File: config.mk
export PLATFORM = sky130hd
export DESIGN_NAME = sie_rx
export DESIGN_NICKNAME = d
export VERILOG_FILES = /design/src/rtl/usb_pkg.sv /design/src/rtl/usb_crc.sv /design/src/rtl/sie_rx.sv
export SDC_FILE = /design/constraint.sdc
export NUM_CORES = 1
export LEC_CHECK = 0
export ABC_AREA = 1
export CAP_MARGIN = 15
export CORE_MARGIN = 5
export CORE_UTILIZATION = 55
export DETAILED_ROUTE_END_ITERATION = 10
export GPL_TIMING_DRIVEN = 0
export PLACE_DENSITY = 0.8
export SKIP_LAST_GASP = 1
export SLEW_MARGIN = 10
export SYNTH_ARGS = -nofsm -noshare
export SYNTH_HDL_FRONTEND = slang
export SYNTH_SLANG_ARGS = --single-unit
File: constraint.sdc
create_clock -name clk_i -period 2.4 [get_ports clk_i]
set_input_delay 0.36 -clock clk_i [delete_from_list [all_inputs] [get_ports clk_i]]
set_output_delay 0.36 -clock clk_i [all_outputs]
set_load 0.02 [all_outputs]
File: src/rtl/usb_pkg.sv
// Shared USB constants for the serial interface engine: PIDs, PID types, CRC parameters, decoder states.
// Pure declarations; no latency or backpressure.
package usb_pkg;

  localparam logic [3:0] PID_OUT   = 4'h1;
  localparam logic [3:0] PID_IN    = 4'h9;
  localparam logic [3:0] PID_SOF   = 4'h5;
  localparam logic [3:0] PID_SETUP = 4'hD;
  localparam logic [3:0] PID_DATA0 = 4'h3;
  localparam logic [3:0] PID_DATA1 = 4'hB;
  localparam logic [3:0] PID_ACK   = 4'h2;
  localparam logic [3:0] PID_NAK   = 4'hA;
  localparam logic [3:0] PID_STALL = 4'hE;

  localparam logic [1:0] PT_SPECIAL = 2'b00;
  localparam logic [1:0] PT_TOKEN   = 2'b01;
  localparam logic [1:0] PT_HSK     = 2'b10;
  localparam logic [1:0] PT_DATA    = 2'b11;

  localparam logic [4:0]  CRC5_POLY   = 5'h05;
  localparam logic [4:0]  CRC5_INIT   = 5'h1F;
  localparam logic [4:0]  CRC5_RESID  = 5'h0C;
  localparam logic [15:0] CRC16_POLY  = 16'h8005;
  localparam logic [15:0] CRC16_INIT  = 16'hFFFF;
  localparam logic [15:0] CRC16_RESID = 16'h800D;

  typedef enum logic [2:0] {
    ST_IDLE,
    ST_TOKEN,
    ST_DATA,
    ST_HSK,
    ST_DROP
  } state_e;

endpackage

File: src/rtl/usb_crc.sv
// Byte-wide CRC update, bits consumed LSB first, generic width/polynomial.
// Purely combinational (zero latency); no backpressure.
module usb_crc #(
  parameter int               WIDTH = 5,
  parameter logic [WIDTH-1:0] POLY  = '0
) (
  input  logic [WIDTH-1:0] crc_i,
  input  logic [7:0]       data_i,
  output logic [WIDTH-1:0] crc_o
);

  logic [WIDTH-1:0] c;

  always_comb begin
    c = crc_i;
    for (int i = 0; i < 8; i++) begin
      if (c[WIDTH-1] ^ data_i[i]) begin
        c = {c[WIDTH-2:0], 1'b0} ^ POLY;
      end else begin
        c = {c[WIDTH-2:0], 1'b0};
      end
    end
    crc_o = c;
  end

endmodule

File: src/rtl/sie_rx.sv
// USB receive packet decoder: PID check, token fields, CRC5/CRC16, payload with CRC stripped, EOP verdict.
// Strobes register one cycle after the PHY event; no backpressure, PHY events are always consumed.
module sie_rx
  import usb_pkg::*;
#(
  parameter int MAX_BYTES = 64
) (
  input  logic        clk_i,
  input  logic        rstn_i,
  input  logic [7:0]  rx_data_i,
  input  logic        rx_valid_i,
  input  logic        rx_err_i,
  input  logic        rx_ready_i,
  input  logic        usb_reset_i,
  output logic [3:0]  pid_o,
  output logic [6:0]  addr_o,
  output logic [3:0]  endp_o,
  output logic [10:0] frame_o,
  output logic [7:0]  data_o,
  output logic        data_valid_o,
  output logic        pkt_start_o,
  output logic        pkt_end_o,
  output logic        pkt_ok_o
);

  localparam int             CW      = $clog2(MAX_BYTES + 1);
  localparam logic [CW-1:0]  MAX_CNT = CW'(MAX_BYTES);

  state_e         state_q, state_d;
  logic [4:0]     crc5_q, crc5_d, crc5_nxt;
  logic [15:0]    crc16_q, crc16_d, crc16_nxt;
  logic [CW-1:0]  cnt_q, cnt_d;
  logic [1:0]     fill_q, fill_d;
  logic [7:0]     dly0_q, dly0_d, dly1_q, dly1_d;
  logic [3:0]     pid_q, pid_d;
  logic [6:0]     addr_q, addr_d;
  logic [3:0]     endp_q, endp_d;
  logic [10:0]    frame_q, frame_d;
  logic [7:0]     data_q, data_d;
  logic           data_valid_q, data_valid_d;
  logic           pkt_start_q, pkt_start_d;
  logic           pkt_end_q, pkt_end_d;
  logic           pkt_ok_q, pkt_ok_d;

  logic byte_ev, err_ev, eop_ev, pid_ok;

  assign byte_ev = rx_ready_i & rx_valid_i;
  assign err_ev  = rx_ready_i & ~rx_valid_i & rx_err_i;
  assign eop_ev  = rx_ready_i & ~rx_valid_i & ~rx_err_i;
  assign pid_ok  = (rx_data_i[7:4] == ~rx_data_i[3:0]) && (rx_data_i[1:0] != PT_SPECIAL);

  usb_crc #(.WIDTH(5), .POLY(CRC5_POLY)) u_crc5 (
    .crc_i  (crc5_q),
    .data_i (rx_data_i),
    .crc_o  (crc5_nxt)
  );

  usb_crc #(.WIDTH(16), .POLY(CRC16_POLY)) u_crc16 (
    .crc_i  (crc16_q),
    .data_i (rx_data_i),
    .crc_o  (crc16_nxt)
  );

  always_comb begin
    state_d      = state_q;
    crc5_d       = crc5_q;
    crc16_d      = crc16_q;
    cnt_d        = cnt_q;
    fill_d       = fill_q;
    dly0_d       = dly0_q;
    dly1_d       = dly1_q;
    pid_d        = pid_q;
    addr_d       = addr_q;
    endp_d       = endp_q;
    frame_d      = frame_q;
    data_d       = data_q;
    data_valid_d = 1'b0;
    pkt_start_d  = 1'b0;
    pkt_end_d    = 1'b0;
    pkt_ok_d     = 1'b0;

    if (usb_reset_i) begin
      state_d = ST_IDLE;
      crc5_d  = CRC5_INIT;
      crc16_d = CRC16_INIT;
      cnt_d   = '0;
      fill_d  = 2'd0;
      dly0_d  = 8'h00;
      dly1_d  = 8'h00;
      pid_d   = 4'h0;
      addr_d  = 7'h00;
      endp_d  = 4'h0;
      frame_d = 11'h000;
    end else if (byte_ev) begin
      case (state_q)
        ST_IDLE: begin
          crc5_d  = CRC5_INIT;
          crc16_d = CRC16_INIT;
          cnt_d   = '0;
          fill_d  = 2'd0;
          if (pid_ok) begin
            pid_d       = rx_data_i[3:0];
            pkt_start_d = 1'b1;
            case (rx_data_i[1:0])
              PT_TOKEN: state_d = ST_TOKEN;
              PT_DATA:  state_d = ST_DATA;
              default:  state_d = ST_HSK;
            endcase
          end else begin
            state_d = ST_DROP;
          end
        end
        ST_TOKEN: begin
          // The delay line doubles as token byte storage: dly1 = byte1, dly0 = byte2.
          if (fill_q == 2'd2) begin
            state_d = ST_DROP;
          end else begin
            crc5_d = crc5_nxt;
            dly1_d = dly0_q;
            dly0_d = rx_data_i;
            fill_d = fill_q + 2'd1;
          end
        end
        ST_DATA: begin
          if (fill_q == 2'd2 && cnt_q == MAX_CNT) begin
            state_d = ST_DROP;
          end else begin
            crc16_d = crc16_nxt;
            dly1_d  = dly0_q;
            dly0_d  = rx_data_i;
            if (fill_q == 2'd2) begin
              data_d       = dly1_q;
              data_valid_d = 1'b1;
              cnt_d        = cnt_q + 1'b1;
            end else begin
              fill_d = fill_q + 2'd1;
            end
          end
        end
        ST_HSK:  state_d = ST_DROP;
        default: ;
      endcase
    end else if ((eop_ev || err_ev) && state_q != ST_IDLE) begin
      state_d   = ST_IDLE;
      pkt_end_d = 1'b1;
      if (eop_ev) begin
        case (state_q)
          ST_TOKEN: begin
            pkt_ok_d = (fill_q == 2'd2) && (crc5_q == CRC5_RESID);
            if (pkt_ok_d) begin
              addr_d  = dly1_q[6:0];
              endp_d  = {dly0_q[2:0], dly1_q[7]};
              frame_d = {dly0_q[2:0], dly1_q};
            end
          end
          ST_DATA: pkt_ok_d = (fill_q == 2'd2) && (crc16_q == CRC16_RESID);
          ST_HSK:  pkt_ok_d = 1'b1;
          default: pkt_ok_d = 1'b0;
        endcase
      end
    end
  end

  always_ff @(posedge clk_i or negedge rstn_i) begin
    if (!rstn_i) begin
      state_q      <= ST_IDLE;
      crc5_q       <= CRC5_INIT;
      crc16_q      <= CRC16_INIT;
      cnt_q        <= '0;
      fill_q       <= 2'd0;
      dly0_q       <= 8'h00;
      dly1_q       <= 8'h00;
      pid_q        <= 4'h0;
      addr_q       <= 7'h00;
      endp_q       <= 4'h0;
      frame_q      <= 11'h000;
      data_q       <= 8'h00;
      data_valid_q <= 1'b0;
      pkt_start_q  <= 1'b0;
      pkt_end_q    <= 1'b0;
      pkt_ok_q     <= 1'b0;
    end else begin
      state_q      <= state_d;
      crc5_q       <= crc5_d;
      crc16_q      <= crc16_d;
      cnt_q        <= cnt_d;
      fill_q       <= fill_d;
      dly0_q       <= dly0_d;
      dly1_q       <= dly1_d;
      pid_q        <= pid_d;
      addr_q       <= addr_d;
      endp_q       <= endp_d;
      frame_q      <= frame_d;
      data_q       <= data_d;
      data_valid_q <= data_valid_d;
      pkt_start_q  <= pkt_start_d;
      pkt_end_q    <= pkt_end_d;
      pkt_ok_q     <= pkt_ok_d;
    end
  end

  assign pid_o        = pid_q;
  assign addr_o       = addr_q;
  assign endp_o       = endp_q;
  assign frame_o      = frame_q;
  assign data_o       = data_q;
  assign data_valid_o = data_valid_q;
  assign pkt_start_o  = pkt_start_q;
  assign pkt_end_o    = pkt_end_q;
  assign pkt_ok_o     = pkt_ok_q;

endmodule

Word level (Yosys, flattened, before mapping)
Cells that the tools add are included.
{"block": "word_totals", "register_bits": 87, "wordCells": 197}
{"block": "classes", "n_addsub": 2, "n_eq_ne": 17, "mux": 91, "bitwise": 41, "n_reduce_logical": 30}
{"cell": "$mux 16", "n": 11}
{"cell": "$mux 7", "n": 10}
{"cell": "$mux 11", "n": 6}
{"cell": "$mux 8", "n": 8}
{"cell": "$mux 3", "n": 14}
{"cell": "$mux 4", "n": 10}
{"cell": "$pmux 16 s2", "n": 1}
{"cell": "$pmux 8 s2", "n": 2}
{"cell": "$not 3->3", "n": 8}
{"cell": "$eq 16x16->1 const B", "n": 1}
{"cell": "$mux 1", "n": 16}
{"cell": "$not 2->2", "n": 8}
{"cell": "$reduce_bool 2->1", "n": 8}
{"cell": "$xor 1x1->1", "n": 16}
{"cell": "$mux 5", "n": 3}
{"cell": "$reduce_bool 3->1", "n": 5}
{"cell": "$pmux 7 s2", "n": 1}
{"cell": "$pmux 3 s4", "n": 1}
{"cell": "$reduce_and 3->1", "n": 4}
{"cell": "$reduce_and 4->1", "n": 3}
{"cell": "$pmux 5 s2", "n": 1}
{"cell": "$reduce_and 5->1", "n": 2}
{"cell": "$ne 3x3->1 const B", "n": 3}
{"cell": "$mux 2", "n": 4}
{"cell": "22 further kinds", "n": 35}

Depth between registers and ports, before layout
Gate-level depths: netlist (run 1).
{"block": "logic_depth", "ltp_word": 20, "mapped_depth": 20}

Hierarchy
Synthesis (run 1) repeated with hierarchy kept, for this count alone.
{"block": "hier_totals", "hier_cells": 649, "hier_area_um2": 4849.7}
{"module": "sie_rx", "instances": 1, "cells_per_inst": 494, "area_each_um2": 3910.0, "seq_area_each_um2": 1928.1}
{"module": "usb_crc at u_crc16", "instances": 1, "cells_per_inst": 74, "area_each_um2": 570.5, "seq_area_each_um2": 0.0}
{"module": "usb_crc at u_crc5", "instances": 1, "cells_per_inst": 81, "area_each_um2": 369.1, "seq_area_each_um2": 0.0}

Least setup slack after synthesis (run 1)
OpenSTA, ideal clock, no wires.
{"block": "synth_path", "path_type": "reg-to-reg", "startpoint": "reg fill_q[0]", "endpoint": "reg state_q[0]", "setup_time_ps": 76, "t_arrival_ps": 1790, "setup_slack_ps": 534, "path_stages_with_launch": 15, "path_buffers": 0, "period_less_slack_ps": 1866, "cell_sequence": "dfrtp_1 -> inv_1 -> ha_1 -> inv_2 -> nor4_4 -> nand2_1 -> nand2_1 -> nor2_2 -> nand2_1 -> inv_2 -> a21oi_1 -> nand2_1 -> inv_2 -> o2111ai_1 -> o21ai_1"}
{"block": "synth_via", "elab_chain_cells": 4, "word_cells_on_any_way": 5, "cone_classes": "eq/ne: 3; reduce/logical: 2"}
{"item": "from (decl)", "line": "sie_rx.sv:33", "rtl": "logic [1:0] fill_q, fill_d;"}
{"item": "from (signal assigned)", "line": "sie_rx.sv:187", "rtl": "fill_q <= fill_d;"}
{"item": "$eq 2x2->1 *", "line": "sie_rx.sv:115, sie_rx.sv:125"}
{"item": "$logic_and 1x1->1", "line": "sie_rx.sv:125", "rtl": "if (fill_q == 2'd2 && cnt_q == MAX_CNT) begin"}
{"item": "$ne 4x4->1 (no source line)"}
{"item": "$reduce_and 4->1 (no source line) *"}
{"item": "to (signal assigned)", "line": "sie_rx.sv:183", "rtl": "state_q <= state_d;"}
{"item": "to (decl)", "line": "sie_rx.sv:29", "rtl": "state_e state_q, state_d;"}
Every way passes the cells marked *; elsewhere a longest branch is shown, timed or not.
A chain may end at the register's enable or synchronous reset.

Worst setup path after layout (run 1)
{"block": "layout_path", "startpoint": "reg crc16_q[15]", "endpoint": "reg crc16_q[2]"}
{"block": "layout_via", "elab_chain_cells": 20, "word_cells_on_any_way": 21, "cone_classes": "mux: 12; bitwise: 9"}
{"item": "from (decl)", "line": "sie_rx.sv:31", "rtl": "logic [15:0] crc16_q, crc16_d, crc16_nxt;"}
{"item": "from (signal assigned)", "line": "sie_rx.sv:185", "rtl": "crc16_q <= crc16_d;"}
{"item": "$xor 1x1->1 *", "line": "usb_crc.sv:17", "rtl": "if (c[WIDTH-1] ^ data_i[i]) begin"}
{"item": "$mux 16 *", "line": "usb_crc.sv:17"}
{"item": "$xor 1x1->1 *", "line": "usb_crc.sv:17"}
{"item": "$mux 16 *", "line": "usb_crc.sv:17"}
{"item": "$xor 1x1->1 *", "line": "usb_crc.sv:17"}
{"item": "$mux 16 *", "line": "usb_crc.sv:17"}
{"item": "$xor 1x1->1 *", "line": "usb_crc.sv:17"}
{"item": "$mux 16 *", "line": "usb_crc.sv:17"}
{"item": "(+4 left out)"}
{"item": "$xor 1x1->1", "line": "usb_crc.sv:17"}
{"item": "$mux 16 *", "line": "usb_crc.sv:17"}
{"item": "$xor 1x1->1", "line": "usb_crc.sv:17"}
{"item": "$mux 16 *", "line": "usb_crc.sv:17"}
{"item": "$mux 16 *", "line": "sie_rx.sv:125"}
{"item": "$pmux 16 s2 *", "line": "sie_rx.sv:95", "rtl": "case (state_q)"}
{"item": "$mux 16 *", "line": "sie_rx.sv:94", "rtl": "end else if (byte_ev) begin"}
{"item": "$mux 16 *", "line": "sie_rx.sv:82", "rtl": "if (usb_reset_i) begin"}
Every way passes the cells marked *; elsewhere a longest branch is shown, timed or not. The select of a mux whose other input is x is not followed.

==> results of run 1 <==
how the worst max path moves through the flow:
stage	endpoint	slack, ps	cells past startpoint
3_3_place_gp	cnt_q[5]	-1540	1
4_1_cts	state_q[1]	110	14
6_report	crc16_q[2]	280	15
5_1_grt	state_q[0]	40	14
3_5_place_dp	state_q[0]	-8	13
2_1_floorplan	state_q[0]	530	14
state kept, by name (all words and copies together), names as in the netlist, 2 cells and up:
register  flops
addr_o        6
cnt_q         7
crc16_q      16
crc5_q        5
data_o        8
dly0_q        8
dly1_q        8
endp_o        3
fill_q        2
frame_o       2
pid_o         4
state_q       3
cell families (layout without fill, tap and decap cells):
logic type	count (synthesis)	count (layout)	share of synthesized area, %
simple gates	182	182	21.0
compound gates	80	80	11.7
xor+xnor	29	29	6.97
buf+inv	97	162	10.8
fa+ha+maj	3	3	0.946
flops	76	76	48.6
worst register-to-register path, stage by stage, from the launching register on:
cell and delay [ps]:
dfstp_2 570, inv_1 80, nand2_1 80, nand2_2 80
nand2_1 100, nand3_1 110, nand3_1 120, nand3_1 110
nand3_1 170, nand2_2 100, nand2_2 90, nand3_1 130
nand3_1 110, nand3_1 100, nand2_1 80, inv_1 40
layer usage:
layer | global-route usage [%] | vias to the layer above | share of wire (%)
met3 | 5.02 | 21 | 6.5
li1 | - | 1631 | -
met5 | 0 | - | 0
met1 | 30.9 | 1572 | 46
met2 | 33.4 | 117 | 45
met4 | 8.41 | 0 | 2.6
placed cells by master, fill, tap and decap left out, types with 3 or more instances in the layout:
master and count:
o21ai_1 3, a32oi_1 5, a21oi_1 11, buf_4 13, nor3_1 9, nand2_1 85, inv_1 66, nand4_1 6
inv_2 5, o21ai_0 43, dfstp_2 21, xnor2_1 14, clkbuf_1 6, a22oi_1 7, o22ai_1 5, clkdlybuf4s50_1 47
xor2_1 12, dfrtp_1 55, nand3_1 42, nand2_2 7, clkbuf_8 9, nor2_1 23, buf_2 3
cell type report:
cell class              instances  area share [%]
plain buffers                  24            3.20
multi-input cells             294            33.7
clock buffers                  10            2.65
well taps                      99            2.58
clock inverters                 6            1.48
repair buffers                 49            10.5
inverters                      73            5.75
flip-flops and latches         76            40.1
report_power, final:
| group | total, mW | internal [mW] | switching, mW |
|---|---|---|---|
| combinational | 0.349 | 0.127 | 0.222 |
| clock | 0.999 | 0.490 | 0.509 |
| sequential | 1.35 | 1.33 | 0.0226 |
| total | 2.70 | 1.94 | 0.754 |
metrics by stage:
step | setup slack (ps) | instance area (µm²)
after detailed placement | -7.71 | 4600
after global placement | -1540 | 4570
final | 281 | 4810
after floorplan | 534 | 3970
after CTS | 115 | 4800
after global routing | 41.4 | 4810
==> flow_metrics.tcl, run 1 <==
set metrics [dict create \
    synth.area.top_cells "dfrtp_1 35%, dfstp_2 14%, nand2_1 8.0%" \
    final_core_util_pct 67.4 \
    p_leak_nw 2.22 \
    grt_pass1_wl_um 15500 \
    power_mw 2.70 \
    netlist_instances 467 \
    finalCritPeriodShare_pct 88.3 \
    fin_skew_ps 8.37 \
    drt_wl_total_um 8960 \
    antenna_cells 0 \
    ys_ff_latch 76 \
    tns_ps 0 \
    criticalPathCategory "flop to flop" \
    hold_slack_ps 96.6 \
    track_usage_pct 22.0 \
    synth_most_common_cell "nand2_1" \
    regArea_um2 1930 \
    start_util_pct 55.6 \
    dp_hpwl_um 6660 \
    post_cts_resized 0 \
    ir_drop_v 0.000320 \
    hp-class "input pin to asynchronous set/reset pin" \
    reg2reg_from "crc16_q[15]" \
    netlist.area_leader.share_pct 34.7 \
    fill_cells 575 \
    critPathLaunchType "flop" \
    drv_cap 0 \
    clk_latency_ps 360 \
    final-setup-viol-count 0 \
    fin_crit_ps 2120 \
    nets 544 \
    grt_pass1_vias 3266 \
    synth_edf_count 0 \
    cts-hold-fix-buffers 0 \
    synthTopCellsByCount "85 x nand2_1, 66 x inv_1, 55 x dfrtp_1" \
    cts_tree "yes" \
    multi_input_area_um2 1620 \
    worst-path-buf-inv 2 \
    netlist_area_um2 3970 \
    fp.dieArea_um2 9010 \
    maxSlewViolCount 0 \
    cp_slowest_cell "dfstp_2" \
    syn_area_per_cell_um2 8.50 \
    viasPerCell 5.29 \
    max_freq_ghz 0.472 \
    overflow 0 \
    io_pins 52 \
    cp_max_fo 4 \
    synth_ff_type "dfrtp_1" \
    drtAntennaViolNets 0 \
    wl_per_cell_um 14.2 \
    arrival_ps 2410 \
    root_buffer "clkbuf_8" \
    antenna_found_initial 0 \
    r2r_cells 15 \
    rsz0062_at_grt "false" \
    ys_seq_area_share_pct 48.6 \
    gp_congestion 0.902 \
    drc 0 \
    hold_viol_final 0 \
    cts.sink_count 76 \
    powerDensity_nw_per_um2 561 \
    reg2reg_to "crc16_q[2]" \
    clock_path_buffers 2 \
    crit_family "simple AND/OR/NAND/NOR gates" \
    crit_path_frequent_cell "nand3_1" \
    netlist-cell-type-count 40 \
    required_ps 2690 \
    status "finished clean" \
    yosys.area.top_type "dfrtp_1" \
    end_kind "flop" \
    num_rows 31 \
    async_reset_ff_share_pct 100 \
    layout-drive-gt1-share_pct 14.7 \
    path_cells "inv_1, nand2_1, nand2_2, nand2_1, nand3_1, nand3_1, nand3_1, nand3_1, nand2_2, nand2_2, nand3_1, nand3_1, nand3_1, nand2_1, inv_1" \
    die_x_um 94.9 \
    portBuffers 48 \
    grt_max_degree 61 \
    drtIter0Drc 247 \
    cpPeakStageDelay_ps 570 \
    worstMarginPinSlew_ps 500 \
    post-cts-setup-buffers 0 \
    vias 3341 \
    first_pass_iters 5 \
    relSlewSlack_pct 66.6 \
    clk_pin_slew_ps 80 \
    cts_buffers 9 \
    die_height_um 94.9 \
    htree_levels 3 \
    syn_nets 484 \
    startpoint "crc16_q[15]" \
    ys_warn_count 0 \
    numPlacedInstances 615 \
    core_area_um2 7140 \
    stdcell_count 631 \
    syn2layout_area_growth_pct 21.2 \
    rrSetupSlack_ps 280 \
]
(Power assumes the default switching activity.)
==> run 2, diff against run 1 <==
--- a/config.mk
+++ b/config.mk
@@ -7,7 +7,8 @@
 export LEC_CHECK = 0
 export ABC_AREA = 1
 export CAP_MARGIN = 15
-export CORE_MARGIN = 5
+export CORE_ASPECT_RATIO = 0.7
+export CORE_MARGIN = 2
 export CORE_UTILIZATION = 55
 export DETAILED_ROUTE_END_ITERATION = 10
 export GPL_TIMING_DRIVEN = 0
==> flow_metrics.tcl, run 2 (synthesis results as in run 1) <==
set metrics [dict create \
    status "finished clean" \
    worstMarginPinSlew_ps 504 \
    final_cell_mix "85 x nand2_1, 66 x inv_1, 55 x dfrtp_1, 47 x clkdlybuf4s50_1, 44 x o21ai_0" \
    cpPeakStageDelay_ps 430 \
    end_kind "flop" \
    clk_latency_ps 350 \
    clk_pin_slew_ps 80 \
    die_height_um 75.1 \
    portBuffers 48 \
    finalCritPeriodShare_pct 90.2 \
    fin_crit_ps 2170 \
    top_register "crc16_q" \
    htree_levels 3 \
    drtIter0Drc 260 \
    root_buffer "clkbuf_8" \
    track_usage_pct 26.3 \
    overflow 0 \
    path_cells "nor2_1, inv_1, nor2_1, inv_1, nand2_1, inv_1, nand2_1, nand3_1, clkbuf_1, nand2_1, o21ai_0" \
    first_pass_iters 5 \
    final_common_cell "nand2_1" \
    grt_max_degree 44 \
    clock_path_buffers 2 \
    maxSlewViolCount 0 \
    post-cts-setup-buffers 0 \
    fill_cells 529 \
    cp_slowest_cell "dfrtp_1" \
    start_util_pct 57.7 \
    criticalPathCategory "flop to flop" \
    syn2layout_area_growth_pct 21.1 \
    cts_buffers 9 \
    drv_cap 0 \
    largest_register_ffs 16 \
    wl_per_cell_um 15.4 \
    max_freq_ghz 0.462 \
    gp_congestion 0.940 \
    fin_skew_ps 8.16 \
    grt_pass1_vias 3260 \
    drt_wl_total_um 9620 \
    antenna_found_initial 0 \
    viasPerCell 5.46 \
    hold_viol_final 0 \
    cts.sink_count 76 \
    required_ps 2620 \
    io_pins 52 \
    vias 3412 \
    cp_max_fo 10 \
    ir_drop_v 0.000413 \
    drtAntennaViolNets 0 \
    core_area_um2 6880 \
    dp_hpwl_um 7210 \
    fp.dieArea_um2 7920 \
    hp-class "input pin to flop" \
    powerDensity_nw_per_um2 577 \
    layout-drive-gt1-share_pct 14.7 \
    hold_slack_ps 343 \
    num_rows 25 \
    grt_pass1_wl_um 15900 \
    p_leak_nw 2.22 \
    worst-path-buf-inv 4 \
    final_core_util_pct 69.8 \
    rsz0062_at_grt "false" \
    drc 0 \
    arrival_ps 2390 \
    critPathLaunchType "flop" \
    die_x_um 106 \
    antenna_cells 0 \
    relSlewSlack_pct 66.4 \
    final-setup-viol-count 0 \
    crit_family "simple AND/OR/NAND/NOR gates" \
    nets 544 \
    cts_tree "yes" \
]
run 2: cell types whose count changed in the layout (fill, tap and decap cells not counted), sizes merged:
| cell | change |
|---|---|
| clkbuf | -2 |
| bufinv | +1 |
| dlygate4sd3 | +1 |
| inv | -1 |
run 2: final timing paths:
check	from	end	slack, ps	depth (start not counted)
hold / removal	rx_data_i[1]	pid_o[1]	340	3
setup reg to reg	state_q[2]	dly0_q[3]	230	11
min in group asynchronous	rstn_i	cnt_q[2]	490	2
hold reg to reg	pid_o[2]	pid_o[2]	490	2
max in group asynchronous	rstn_i	crc5_q[1]	1280	3
setup / recovery	state_q[2]	dly0_q[3]	230	11
run 2: metal layers:
metal  part of all wire [%]  vias to the layer above  GRT usage, %
li1                       -                     1624             -
met1                     46                     1643          36.9
met2                     46                      136          41.5
met3                    7.7                        9          6.58
met4                   0.84                        0          7.31
met5                      0                        -             0
run 2: worst reg2reg max path, stage by stage, from the launching register on:
cell,delay [ps]
dfrtp_1,430
nor2_1,180
inv_1,80
nor2_1,250
inv_1,130
nand2_1,100
inv_1,70
nand2_1,70
nand3_1,200
clkbuf_1,310
nand2_1,130
o21ai_0,90
run 2: per-stage QoR:
stage	power (mW)	setup slack, ps	TNS, ps	cell area [µm²]	std cells
floorplan	1.59	534	0	3970	467
global route	2.88	29.8	0	4800	625
finish	2.77	235	0	4800	625
global placement	1.70	-1580	-101560	4570	609
CTS	2.78	84.6	0	4810	626
detailed placement	1.72	-135	-734	4580	610
run 2: cell type report:
type / count / area, µm² / area share [%]
clock inverters: 6 / 88.8 / 1.85
multi-input cells: 294 / 1610 / 33.5
inverters: 73 / 277 / 5.76
clock buffers: 9 / 124 / 2.58
repair buffers: 50 / 508 / 10.6
plain buffers: 23 / 150 / 3.12
well taps: 94 / 118 / 2.45
flip-flops and latches: 76 / 1930 / 40.1
run 2: what timing repair did:
item	in CTS	in global routing
hold buffers	1	0
endpoints found under the hold margin	28	0
resized for setup	0	1
endpoints found under the setup margin	0	8
run 2: where the power goes:
part	total [mW]	switching, mW	leakage [nW]	internal [mW]
Sequential	1.35	0.0229	0.969	1.33
Clock	1.07	0.485	0.102	0.581
Combinational	0.358	0.233	1.15	0.126
==> run 3, diff against run 2 <==
--- a/config.mk
+++ b/config.mk
@@ -5,7 +5,6 @@
 export SDC_FILE = /design/constraint.sdc
 export NUM_CORES = 1
 export LEC_CHECK = 0
-export ABC_AREA = 1
 export CAP_MARGIN = 15
 export CORE_ASPECT_RATIO = 0.7
 export CORE_MARGIN = 2
==> flow_metrics.tcl, run 3 <==
set metrics [dict create \
    final_cell_mix "55 x dfrtp_1, 53 x nor2_1, 45 x clkdlybuf4s50_1, 35 x nand2_1, 32 x mux2i_1" \
    drt_wl_total_um 8390 \
    final_core_util_pct 69.7 \
    p_leak_nw 2.19 \
    drtAntennaViolNets 0 \
    largest_register_ffs 16 \
    viasPerCell 5.43 \
    cts.sink_count 76 \
    cp_max_fo 10 \
    rrSetupSlack_ps 290 \
    synth_ff_type "dfrtp_1" \
    track_usage_pct 23.3 \
    power.switching_mw 0.615 \
    pwr-share-comb_pct 10.1 \
    worstHoldStart "rx_data_i[0]" \
    final_common_cell "dfrtp_1" \
    drc 0 \
    rsz0062_at_grt "false" \
    relSlewSlack_pct 61.7 \
    fin_ws_ps 285 \
    antenna_found_initial 0 \
    dp_hpwl_um 6210 \
    tns_ps 0 \
    wl_per_cell_um 16.0 \
    portBuffers 46 \
    hp-class "input pin to flop" \
    hold_viol_final 0 \
    netlist_instances 368 \
    status "finished clean" \
    first_pass_iters 5 \
    drtIter0Drc 147 \
    netlist_area_um2 3990 \
    max_freq_ghz 0.473 \
    clk_pin_slew_ps 80 \
    clk_latency_ps 350 \
    die_height_um 75.3 \
    drv_cap 0 \
    yosys.area.top_type "dfrtp_1" \
    ys_ff_latch 76 \
    synth.area.top_cells "dfrtp_1 34%, dfstp_2 14%, mux2i_1 8.0%" \
    synth_edf_count 0 \
    start_util_pct 58.0 \
    worstMarginPinSlew_ps 574 \
    async_reset_ff_share_pct 100 \
    grt_pass1_wl_um 14100 \
    reg2reg_from "cnt_q[2]" \
    io_pins 52 \
    gp_congestion 0.850 \
    core_area_um2 6880 \
    criticalPathCategory "flop to flop" \
    ys_seq_area_share_pct 48.3 \
    fin_crit_ps 2110 \
    nets 444 \
    fin_skew_ps 8.24 \
    required_ps 2620 \
    netlist-cell-type-count 59 \
    antenna_cells 0 \
    startpoint "cnt_q[2]" \
    end_kind "flop" \
    pwr-share-seq_pct 51.7 \
    syn_area_per_cell_um2 10.8 \
    grt_pass1_vias 2841 \
    syn2layout_area_growth_pct 20.2 \
    synth_most_common_cell "dfrtp_1" \
    ir_drop_v 0.000339 \
    overflow 0 \
    layout-drive-gt1-share_pct 18.8 \
    synthTopCellsByCount "55 x dfrtp_1, 53 x nor2_1, 35 x nand2_1" \
    die_x_um 106 \
    cts_tree "yes" \
    post-cts-setup-buffers 0 \
    p_sw_share_pct 24.7 \
    ys_warn_count 0 \
    maxSlewViolCount 0 \
    htree_levels 3 \
    num_rows 25 \
    grt_max_degree 52 \
    root_buffer "clkbuf_8" \
    arrival_ps 2340 \
    vias 2858 \
    pwr-share-clk_pct 38.2 \
    clock_path_buffers 2 \
    powerDensity_nw_per_um2 519 \
    top_register "crc16_q" \
    syn_nets 385 \
    place_ws_ps -45.7 \
    fill_cells 555 \
    internal_power_mw 1.87 \
    fp.dieArea_um2 7960 \
    netlist.area_leader.share_pct 34.5 \
    final-setup-viol-count 0 \
    critPathLaunchType "flop" \
    cts_buffers 9 \
    finalCritPeriodShare_pct 88.1 \
]
[run 3: cell count changes after synthesis, moves of 5 or more]
cell	change
xnor2_1	+13
inv_1	-57
a32oi_1	-5
nand3_1	-39
o21ai_0	-40
a22oi_1	-7
nand2_1	-50
o22a_1	+13
o22ai_1	-5
nand2_2	-7
nor2_1	+30
mux2i_1	+32
inv_2	-5
[run 3: cell type report]
cell class / count / area, µm² / share of cell area [%]
clock buffers: 11 / 131 / 2.74
repair buffers: 48 / 495 / 10.3
inverters: 10 / 42.5 / 0.887
well taps: 94 / 118 / 2.45
multi-input cells: 255 / 1840 / 38.3
flip-flops and latches: 76 / 1930 / 40.2
clock inverters: 5 / 62.6 / 1.30
plain buffers: 27 / 183 / 3.81
[run 3: final timing paths]
kind,to,cells after the start
worst max-delay path,dly0_q[0],6
worst min-delay path,pid_o[0],3
worst max register to register,dly0_q[0],6
worst min register to register,data_o[5],2
max in group asynchronous,crc5_q[1],3
min in group asynchronous,cnt_q[5],2
[run 3: timing repair]
| item | in CTS | in global routing |
|---|---|---|
| hold buffers | 1 | 0 |
| endpoints found under the hold margin | 6 | 0 |
| gates resized for setup | 0 | 0 |
[run 3: per-stage QoR]
stage,instances,power (mW),instance area (µm²),hold WS [ps]
global route,526,2.59,4800,338
detailed placement,509,1.56,4590,295
floorplan,368,1.47,3990,64.4
CTS,526,2.51,4800,315
finish,526,2.49,4800,320
global placement,508,1.55,4570,460
[run 3: power by group through the flow]
stage	sequential, mW	clock [mW]	combinational, mW
after floorplan	1.31	0	0.162
after global placement	1.31	0	0.237
after detailed placement	1.31	0	0.248
after CTS	1.29	0.975	0.250
after global routing	1.29	1.03	0.273
final	1.29	0.951	0.250
[run 3: per-layer routing]
| layer | global-route usage [%] | part of all wire (%) |
|---|---|---|
| met5 | 0 | 0 |
| met1 | 33.8 | 49 |
| met4 | 7.75 | 1.2 |
| met3 | 5.45 | 5.7 |
| met2 | 35.3 | 44 |
[run 3: critical path: stages (launching register included)]
cell,delay (ps)
dfrtp_1,450
nor4_2,390
a41oi_1,230
o21ai_4,360
buf_6,230
mux2i_1,250
nor2_1,70
[run 3: cells by family after synthesis]
| group | after synthesis | synth area share (%) |
|---|---|---|
| buffers and inverters | 37 | 5.64 |
| adder cells (fa/ha/maj) | 3 | 0.941 |
| AO/OA/AOI/OAI | 47 | 9.16 |
| AND/OR/NAND/NOR | 124 | 15.0 |
| multiplexers | 36 | 9.34 |
| XOR/XNOR | 45 | 11.6 |
| flip-flops | 76 | 48.3 |
